==> config.mk <==
export PLATFORM = sky130hd
export DESIGN_NAME = frame_buffer_write_scheduler
export DESIGN_NICKNAME = d
export VERILOG_FILES = /design/src/rtl/frame_buffer_write_scheduler.sv
export SDC_FILE = /design/constraint.sdc
export NUM_CORES = 1
export LEC_CHECK = 0
export ABC_AREA = 1
export ABC_CLOCK_PERIOD_IN_PS = 2870
export CAP_MARGIN = 20
export CORE_MARGIN = 2
export CORE_UTILIZATION = 30
export DETAILED_ROUTE_END_ITERATION = 6
export SLEW_MARGIN = 10
export SYNTH_ARGS = -nofsm -noshare
export SYNTH_HDL_FRONTEND = slang
export SYNTH_SLANG_ARGS = --single-unit
==> constraint.sdc <==
create_clock -name clk -period 2.87 [get_ports clk]
set_input_delay 0.574 -clock clk [delete_from_list [all_inputs] [get_ports clk]]
set_output_delay 0.574 -clock clk [all_outputs]
set_load 0.05 [all_outputs]
==> src/rtl/frame_buffer_write_scheduler.sv <==
// Frame buffer write scheduler.
// Owns the write port of the frame_buffer back buffer. Every swap starts a
// frame: an optional hardware clear of the whole buffer, then exclusive
// write access for one selected source until that source reports done.
// Swaps that cut a clear or a grant short are counted as overruns.
module frame_buffer_write_scheduler #(
    parameter int HOR_ACTIVE_PIXELS = 640,
    parameter int VER_ACTIVE_PIXELS = 480,
    parameter int OVERRUN_WIDTH     = 8,
    // Derived from the frame size; leave at its default.
    parameter int PIXEL_ADDR_WIDTH  = $clog2(HOR_ACTIVE_PIXELS * VER_ACTIVE_PIXELS)
) (
    input  logic                        clk,
    input  logic                        rst_n,
    input  logic                        ce,
    input  logic                        swap,
    input  logic [1:0]                  sel,
    input  logic                        clear_en,
    input  logic                        clear_value,
    input  logic                        src0_wr_en,
    input  logic [PIXEL_ADDR_WIDTH-1:0] src0_wr_addr,
    input  logic                        src0_wr_data,
    input  logic                        src0_done,
    input  logic                        src1_wr_en,
    input  logic [PIXEL_ADDR_WIDTH-1:0] src1_wr_addr,
    input  logic                        src1_wr_data,
    input  logic                        src1_done,
    output logic [1:0]                  src_grant,
    output logic                        frame_start,
    output logic                        fb_wr_en,
    output logic [PIXEL_ADDR_WIDTH-1:0] fb_wr_addr,
    output logic                        fb_wr_data,
    output logic                        busy,
    output logic [OVERRUN_WIDTH-1:0]    overrun_count
);

    localparam int PIXELS = HOR_ACTIVE_PIXELS * VER_ACTIVE_PIXELS;
    localparam logic [PIXEL_ADDR_WIDTH-1:0] LAST_ADDR = PIXEL_ADDR_WIDTH'(PIXELS - 1);
    // One bit wider than an address so the frame size itself is representable.
    localparam logic [PIXEL_ADDR_WIDTH:0] PIXELS_EXT = (PIXEL_ADDR_WIDTH + 1)'(PIXELS);

    typedef enum logic [1:0] {
        IDLE  = 2'd0,
        CLEAR = 2'd1,
        GRANT = 2'd2,
        WAIT  = 2'd3
    } state_t;

    state_t                        state_reg;
    state_t                        state_next;
    logic [1:0]                    sel_reg;
    logic                          clear_value_reg;
    logic [PIXEL_ADDR_WIDTH-1:0]   clear_addr_reg;
    logic [OVERRUN_WIDTH-1:0]      overrun_reg;
    logic                          frame_start_reg;
    logic                          fwd_en_reg;
    logic [PIXEL_ADDR_WIDTH-1:0]   fwd_addr_reg;
    logic                          fwd_data_reg;

    // Per-source views so the grant/select logic is written once per source.
    logic [1:0]                    grant_bits;
    logic [1:0]                    src_wr_en_vec;
    logic [1:0]                    src_wr_data_vec;
    logic [1:0]                    src_done_vec;
    logic [PIXEL_ADDR_WIDTH-1:0]   src_addr_arr  [2];
    logic [PIXEL_ADDR_WIDTH-1:0]   addr_terms    [2];

    logic                          granted_done;
    logic                          granted_wr_en;
    logic [PIXEL_ADDR_WIDTH-1:0]   granted_addr;
    logic                          granted_data;
    logic                          fwd_en_next;
    logic                          in_clear;
    logic                          in_grant;

    assign src_wr_en_vec   = {src1_wr_en, src0_wr_en};
    assign src_wr_data_vec = {src1_wr_data, src0_wr_data};
    assign src_done_vec    = {src1_done, src0_done};
    assign src_addr_arr[0] = src0_wr_addr;
    assign src_addr_arr[1] = src1_wr_addr;

    assign in_clear = (state_reg == CLEAR);
    assign in_grant = (state_reg == GRANT);

    // Source i is granted when in GRANT with latched sel == i+1 (sel 0/3 grant nobody).
    generate
        for (genvar gi = 0; gi < 2; gi++) begin : g_src
            assign grant_bits[gi] = in_grant && (sel_reg == 2'(gi + 1));
            assign addr_terms[gi] = grant_bits[gi] ? src_addr_arr[gi] : '0;
        end
    endgenerate

    assign granted_done  = |(grant_bits & src_done_vec);
    assign granted_wr_en = |(grant_bits & src_wr_en_vec);
    assign granted_data  = |(grant_bits & src_wr_data_vec);
    assign granted_addr  = addr_terms[0] | addr_terms[1];
    // Out-of-frame addresses never reach the buffer.
    assign fwd_en_next   = granted_wr_en && ({1'b0, granted_addr} < PIXELS_EXT);

    // Next-state logic: swap restarts a frame from any state; nothing moves while ce is low.
    always_comb begin
        state_next = state_reg;
        if (ce) begin
            if (swap) begin
                state_next = clear_en ? CLEAR : GRANT;
            end else begin
                case (state_reg)
                    CLEAR:   if (clear_addr_reg == LAST_ADDR) state_next = GRANT;
                    GRANT:   if (grant_bits == 2'b00 || granted_done) state_next = WAIT;
                    default: state_next = state_reg;
                endcase
            end
        end
    end

    // State register.
    always_ff @(posedge clk or negedge rst_n) begin
        if (!rst_n) begin
            state_reg <= IDLE;
        end else begin
            state_reg <= state_next;
        end
    end

    // Frame configuration latched at frame start; clear_en is captured by the state choice.
    always_ff @(posedge clk or negedge rst_n) begin
        if (!rst_n) begin
            sel_reg         <= 2'b00;
            clear_value_reg <= 1'b0;
        end else if (ce && swap) begin
            sel_reg         <= sel;
            clear_value_reg <= clear_value;
        end
    end

    // Clear address: restarts at 0 on every frame start, advances once per ce cycle in CLEAR.
    always_ff @(posedge clk or negedge rst_n) begin
        if (!rst_n) begin
            clear_addr_reg <= '0;
        end else if (ce) begin
            if (swap || (in_clear && clear_addr_reg == LAST_ADDR)) begin
                clear_addr_reg <= '0;
            end else if (in_clear) begin
                clear_addr_reg <= clear_addr_reg + 1'b1;
            end
        end
    end

    // Saturating count of swaps that arrive while a clear or grant is still running.
    always_ff @(posedge clk or negedge rst_n) begin
        if (!rst_n) begin
            overrun_reg <= '0;
        end else if (ce && swap && (in_clear || in_grant) && (overrun_reg != '1)) begin
            overrun_reg <= overrun_reg + 1'b1;
        end
    end

    // frame_start is a one-cycle pulse after an accepted swap; it is not stretched across ce-low cycles.
    always_ff @(posedge clk or negedge rst_n) begin
        if (!rst_n) begin
            frame_start_reg <= 1'b0;
        end else begin
            frame_start_reg <= ce && swap;
        end
    end

    // Granted-source write pipeline (one cycle). A write in the swap cycle is dropped so it cannot collide with a restarted clear.
    always_ff @(posedge clk or negedge rst_n) begin
        if (!rst_n) begin
            fwd_en_reg   <= 1'b0;
            fwd_addr_reg <= '0;
            fwd_data_reg <= 1'b0;
        end else if (ce) begin
            fwd_en_reg   <= fwd_en_next && !swap;
            fwd_addr_reg <= granted_addr;
            fwd_data_reg <= granted_data;
        end
    end

    assign src_grant     = ce ? grant_bits : 2'b00;
    assign frame_start   = ce && frame_start_reg;
    assign fb_wr_en      = ce && (in_clear || fwd_en_reg);
    assign fb_wr_addr    = in_clear ? clear_addr_reg  : fwd_addr_reg;
    assign fb_wr_data    = in_clear ? clear_value_reg : fwd_data_reg;
    assign busy          = in_clear || in_grant;
    assign overrun_count = overrun_reg;

endmodule

# Yosys cells after proc, flatten, opt, wreduce, memory -nomap -nowiden
# Index checks and enable logic that the tools add are counted.
dict set report classes {
  addsub 2
  eq_ne 8
  n_mux 12
  order_cmp 1
  n_reduce_logical 23
  n_bitwise 4
}
# cell count
set ops {}
lappend ops {{$mux 19} 5}
lappend ops {{$add 19x1->19 const B} 1}
lappend ops {{$eq 19x19->1 const B} 1}
lappend ops {{$lt 19x19->1 const B} 1}
lappend ops {{$or 19x19->19} 1}
lappend ops {{$logic_and 1x1->1} 10}
lappend ops {{$mux 2} 5}
lappend ops {{$add 8x1->8 const B} 1}
lappend ops {{$ne 8x8->1 const B} 1}
lappend ops {{$and 2x2->2} 3}
lappend ops {{$ne 3x2->1 const B} 2}
lappend ops {{$reduce_or 2->1} 3}
lappend ops {{$eq 2x1->1 const B} 2}
lappend ops {{$eq 2x2->1 const B} 2}
lappend ops {{$logic_or 1x1->1} 4}
lappend ops {{$pmux 2 s2} 1}
lappend ops {{$reduce_and 4->1} 1}
lappend ops {{$reduce_bool 3->1} 1}
lappend ops {{$logic_not 2->1} 1}
lappend ops {{$reduce_and 2->1} 1}
lappend ops {{$reduce_bool 2->1} 1}
lappend ops {{$logic_not 1->1} 1}
lappend ops {{$mux 1} 1}
dict set report word_totals {
  inputBits 52
  output_inout_bits 33
  ff_bits 54
  elab_cells 59
}

# Logic depth before layout (Yosys ltp)
# Gate-level depths: netlist of run 1.
dict set report depth {
  ltp_word 8
  ltp_mapped 12
  ltp_nobuf 11
}

# Worst setup path before layout of run 1
# OpenSTA, ideal clock, no wires.
dict set report synth_timing {
  path_type {register -> output}
  startpoint {register state_reg[1]}
  endpoint {output port fb_wr_addr[10]}
  setup_slack_ns 0.096
  arrival_ns 2.200
  stages_incl_launch_ff 7
  required_time_ns 2.296
  path_cell_list {dfrtp_1 -> inv_1 -> ha_1 -> buf_2 -> clkinv_1 -> clkbuf_1 -> o21ai_0}
}
dict set report synth_via {
  elab_chain_len 2
}
# item line_no
set synth_lines {}
lappend synth_lines {{start, declared} 49} ;# state_t state_reg;
lappend synth_lines {{start signal, assigned} 121} ;# state_reg <= state_next;
lappend synth_lines {{$eq 2x1->1} 82} ;# assign in_clear = (state_reg == CLEAR);
lappend synth_lines {{$mux 19} 183} ;# assign fb_wr_addr = in_clear ? clear_addr_reg : fwd_addr_reg;
lappend synth_lines {{end, declared} 31} ;# output logic [PIXEL_ADDR_WIDTH-1:0] fb_wr_addr,
# Every way passes these cells.

# Worst setup path in the final report of run 1
dict set report layout_timing {
  startpoint {register state_reg[1]}
  endpoint {output port fb_wr_addr[6]}
}
# The elaborated chain is that of the path after synthesis.

==> flow_summary.yaml, run 1 <==
sta:
  skew_ps: 8.43
  setup_violations: 0
  slew_violations: 0
  post-route-period-util_pct: 91.1
  tightest_slew_ps: 546
  setup_tns_ps: 0
  period_needed_ps: 2610
  relSlewSlack_pct: 63.6
  rsz0062_at_grt: "false"
  fin_ws_ps: 256
  max_freq_mhz: 382
  finalHoldViolCount: 0
setup_path:
  rr_endpoint: "clear_addr_reg[12]"
  cpPeakStageDelay_ps: 520
  rr_startpoint: "state_reg[1]"
  cp-start-kind: "flop"
  crit_path_max_fanout: 19
  crit_required_ps: 2300
  critPathCaptureType: "output port"
  r2r_cells: 10
  cp_cell_sequence: "inv_1, ha_1, clkinv_1, o21ai_0, buf_12"
  crit_slowest_cell: "o21ai_0"
  cp.arrival_ps: 2040
  rrSetupSlack_ps: 1020
  critPathKind: "reg -> out"
floorplanning:
  row_count: 37
  die_area_um2: 11400
  die_y_um: 107
  ioPinCount: 85
  start_util_pct: 30.8
  die_w_um: 107
  core_area_um2: 10300
cts:
  cts_num_sinks: 54
  numCtsBuffers: 5
  ctsHoldBuffers: 0
  cts_resized: 0
  h-tree-depth: 2
  cts_tree: "yes"
  cts_root_buffer: "clkbuf_8"
  post_cts.repair.setup_buffers: 0
  cts_buffer_depth: 2
  clk_pin_slew_ps: 100
  clk-insertion-delay-late_ps: 310
finish:
  layout-drive-gt1-share_pct: 11.0
  mostFrequentLayoutCell: "nand2_1"
  diodes: 0
  area_delta_synth_final_pct: 38.8
  final_area_um2: 4410
  final_cell_mix: "nand2_1, clkdlybuf4s50_1, dfrtp_1, inv_1, nor2_1"
  nets: 592
synthesis:
  ys_top_cells_by_area: "dfrtp_1, nand2_1, inv_1"
  synthesis.area_um2: 3180
  synth_cells: 452
  yosysUniqueCellTypes: 26
  syn_area_per_cell_um2: 7.03
  synth_top_cell_area_share_pct: 42.5
  ys_seq_elements: 54
  seq_area_frac_synth_pct: 42.5
  synth.largest_area_cell: "dfrtp_1"
  yosys_warnings: 0
  syn_nets: 508
place:
  place_area_um2: 4320
  dpl.hpwl_um: 6590
  pre_cts_slack_ps: 578
  portBuffers: 84
  routabilityCongestion: 0.816
power:
  peakVddDrop_mv: 0.570
  p_leak_nw: 2.06
  powerDensity_nw_per_um2: 668
global_routing:
  grt_pass1_vias: 3104
  grt_max_degree: 34
  grt_usage_pct: 15.8
  gr-total-overflow: 0
  antenna_found_initial: 0
  grt_pass1_wl_um: 14400
detailed_routing:
  vias_per_cell: 4.52
  dr.pass1.iters: 4
  ant_nets: 0
  dr.first_iter.drc_count: 114
  vias: 3042
  drcViolationCount: 0
  wl_um: 8480
  wl_per_cell_um: 12.6
run:
  drv_cap: 0
status:
  status: "finished clean"
hold_path:
  min_path_type: "in -> async"
-- kinds of logic (layout without fill, tap and decap cells) --
kind of cell             Yosys count  count (layout)  synth area share, %
flip-flops                        54              54                 42.5
AND/OR/NAND/NOR                  281             281                 39.0
AO/OA/AOI/OAI                     37              37                 5.94
buffers and inverters             66             151                 8.19
adder cells (fa/ha/maj)            4               4                 1.57
XOR/XNOR                          10              10                 2.76
-- critical path: cells and delay by family (launching register included) --
| kind | cells | cell delay (ps) |
|---|---|---|
| AOI/OAI and AO/OA | 1 | 520 |
| adders and majority gates | 1 | 160 |
| buffers and inverters | 3 | 650 |
| DFF | 1 | 400 |
-- per-stage QoR --
stage / hold slack, ps / power, mW / utilization [%] / cells
finish: 243 / 2.95 / 42.8 / 673
global route: 262 / 3.15 / 42.8 / 673
CTS: 234 / 2.98 / 42.8 / 673
detailed placement: 475 / 2.53 / 41.9 / 665
global placement: 474 / 2.51 / 41.9 / 665
floorplan: 278 / 1.93 / - / 452
-- power breakdown --
part	switching, mW	internal (mW)
Clock	0.252	0.196
Combinational	0.938	0.545
Sequential	0.122	0.896
Total	1.31	1.64
-- cell usage after synthesis, drive strengths merged --
master	n
xnor2	2
xor2	8
dfrtp	54
clkbuf	6
nand4	20
nand3	35
nor3	6
o21ai	33
clkinv	2
ha	4
nand3b	1
buf	7
inv	51
nand2	176
a21oi	4
nor2	43
-- worst max path at each step --
stage | start | end | cells after the start
2_1_floorplan | state_reg[1] | fb_wr_addr[10] | 6
3_3_place_gp | ce | fb_wr_en | 4
3_5_place_dp | ce | fb_wr_en | 4
4_1_cts | state_reg[1] | fb_wr_addr[6] | 5
5_1_grt | state_reg[1] | fb_wr_addr[6] | 5
6_report | state_reg[1] | fb_wr_addr[6] | 5
-- area by class of cell --
cell class,count,area [um2]
clock inverter,1,5.00
sequential,54,1350
inverter,53,200
tap,136,170
clock buffer,7,86.3
fill,1083,5910
multi-input combinational,332,1570
timing repair buffer,90,1030
-- layer usage --
layer	GRT usage, %	up-vias	wire length [um]
met5	0	-	0
met4	2.97	0	54
met3	3.16	4	341
met2	28.8	57	4300
met1	19.4	1395	3790
li1	-	1586	-
Power figures use the tool's default switching activity.
==> run 2: changes to the inputs <==
- CAP_MARGIN: 20 -> 15
- CTS_CLUSTER_DIAMETER: not set -> 200
==> results of run 2 <==
Same layout as run 1: the final DEF is identical, and so are final timing and power.
==> run 3: changes to the inputs <==
- CELL_PAD_IN_SITES_DETAIL_PLACEMENT: not set -> 1
- CELL_PAD_IN_SITES_GLOBAL_PLACEMENT: not set -> 1
- PLACE_DENSITY_LB_ADDON: not set -> 0.1
==> run 3 against run 2 <==
Non-clock buffer count fell by 1. Worst setup slack improved by 15 ps. Via count increased by 3.6%. Worst hold slack improved by 18 ps. Utilization grew 0.24 points.
==> flow_summary.yaml, run 3 (synthesis results as in run 1) <==
setup_path:
  cp.arrival_ps: 2030
  crit_path_max_fanout: 19
  crit_slowest_cell: "dfrtp_1"
  critPathKind: "reg -> out"
  cp-start-kind: "flop"
  critPathCaptureType: "output port"
  cpPeakStageDelay_ps: 420
  crit_required_ps: 2300
  cp_cell_sequence: "inv_1, ha_1, clkinv_2, o21ai_0, buf_12"
sta:
  setup_tns_ps: 0
  skew_ps: 9.99
  post-route-period-util_pct: 90.6
  finalHoldViolCount: 0
  hold_ws_ps: 261
  relSlewSlack_pct: 58.8
  rsz0062_at_grt: "false"
  tightest_slew_ps: 618
  setup_violations: 0
  slew_violations: 0
  max_freq_mhz: 385
  period_needed_ps: 2600
floorplanning:
  die_w_um: 107
  row_count: 37
  start_util_pct: 30.8
  core_area_um2: 10300
  die_area_um2: 11400
  ioPinCount: 85
  die_y_um: 107
run:
  drv_cap: 0
cts:
  clk_pin_slew_ps: 110
  cts_buffer_depth: 2
  ctsHoldBuffers: 0
  cts_tree: "yes"
  post_cts.repair.setup_buffers: 0
  cts_num_sinks: 54
  numCtsBuffers: 5
  clk-insertion-delay-late_ps: 320
  h-tree-depth: 2
  cts_root_buffer: "clkbuf_8"
global_routing:
  grt_use_met1_pct: 22.0
  grt_pass1_wl_um: 16000
  antenna_found_initial: 0
  gr-total-overflow: 0
  grt_usage_pct: 17.2
  busiest_layer: "met2"
  grt_pass1_vias: 3385
  met2_usage_pct: 30.9
  met3_usage_pct: 3.22
  grt_max_degree: 32
detailed_routing:
  vias_per_cell: 4.69
  drcViolationCount: 0
  dr.first_iter.drc_count: 71
  dr.pass1.iters: 4
  wl_um: 9400
  wl_per_cell_um: 14.0
  vias: 3153
  ant_nets: 0
power:
  peakVddDrop_mv: 0.435
  powerDensity_nw_per_um2: 687
  p_leak_nw: 2.06
  p_total_mw: 3.05
finish:
  nets: 591
  fillerInstances: 1276
  layout-drive-gt1-share_pct: 11.0
  mostFrequentLayoutCell: "nand2_1"
  final_cell_mix: "nand2_1, clkdlybuf4s50_1, dfrtp_1, inv_1, nor2_1"
  final_cells: 672
  area_delta_synth_final_pct: 39.6
  diodes: 0
hold_path:
  min_path_type: "in -> async"
place:
  portBuffers: 84
  dpl.hpwl_um: 7370
  routabilityCongestion: 0.815
  dp_cells: 664
status:
  status: "finished clean"
==> run 3: cell count changes in the layout (fill, tap and decap cells not counted) <==
cell and change:
clkbuf_8 -1, bufinv_16 +1, buf_12 +1, clkinvlp_4 +1, clkinv_1 -1, buf_4 -2
==> run 3: layer usage <==
metal  wire length, um  share of wire [%]
met4                55               0.58
met1              4340                 46
met3               279                3.0
met5                 0                  0
met2              4730                 50
==> run 3: where the power goes <==
group | leakage [nW] | switching, mW | internal [mW]
Combinational | 1.28 | 0.950 | 0.548
Sequential | 0.729 | 0.128 | 0.896
Clock | 0.0514 | 0.268 | 0.261
Total | 2.06 | 1.35 | 1.71
==> run 3: layout make-up <==
class	instances	area, um2	share of cell area (%)
clock inverters	2	37.5	0.846
multi-input cells	332	1570	35.3
flip-flops and latches	54	1350	30.4
inverters	53	201	4.54
repair buffers	89	1040	23.4
well taps	136	170	3.83
clock buffers	6	72.6	1.63
==> run 3: timing repair <==
item                                    CTS  global route
endpoints found under the setup margin    6             0
gates resized for setup                   1             0
endpoints found under the hold margin     0             0
==> run 3: worst max-delay path, delay by kind of cell, from the launching register on <==
family,cells,cell delay (ps)
flip-flops,1,420
adder cells (fa/ha/maj),1,340
buffers and inverters,3,550
AO/OA/AOI/OAI,1,400
==> run 3: path summary, 6_finish.rpt <==
kind                       depth (start not counted)            endpoint  slack, ps            start
max                                                5       fb_wr_addr[0]        270     state_reg[1]
min                                                1  clear_addr_reg[11]        260            rst_n
max reg2reg                                       10  clear_addr_reg[12]        760     state_reg[1]
min reg2reg                                        2     fwd_addr_reg[0]        510  fwd_addr_reg[0]
max in group asynchronous                          2    fwd_addr_reg[18]       2020            rst_n
min in group clk                                   2     fwd_addr_reg[0]        510  fwd_addr_reg[0]
==> run 3: through the flow <==
stage / area, um2 / setup slack (ps) / util, %
final: 4440 / 270 / 43.0
after global placement: 4330 / 417 / 41.9
after floorplan: 3180 / 95.8 / -
after detailed placement: 4330 / 311 / 41.9
after CTS: 4440 / 203 / 43.0
after global routing: 4440 / 1.29 / 43.0
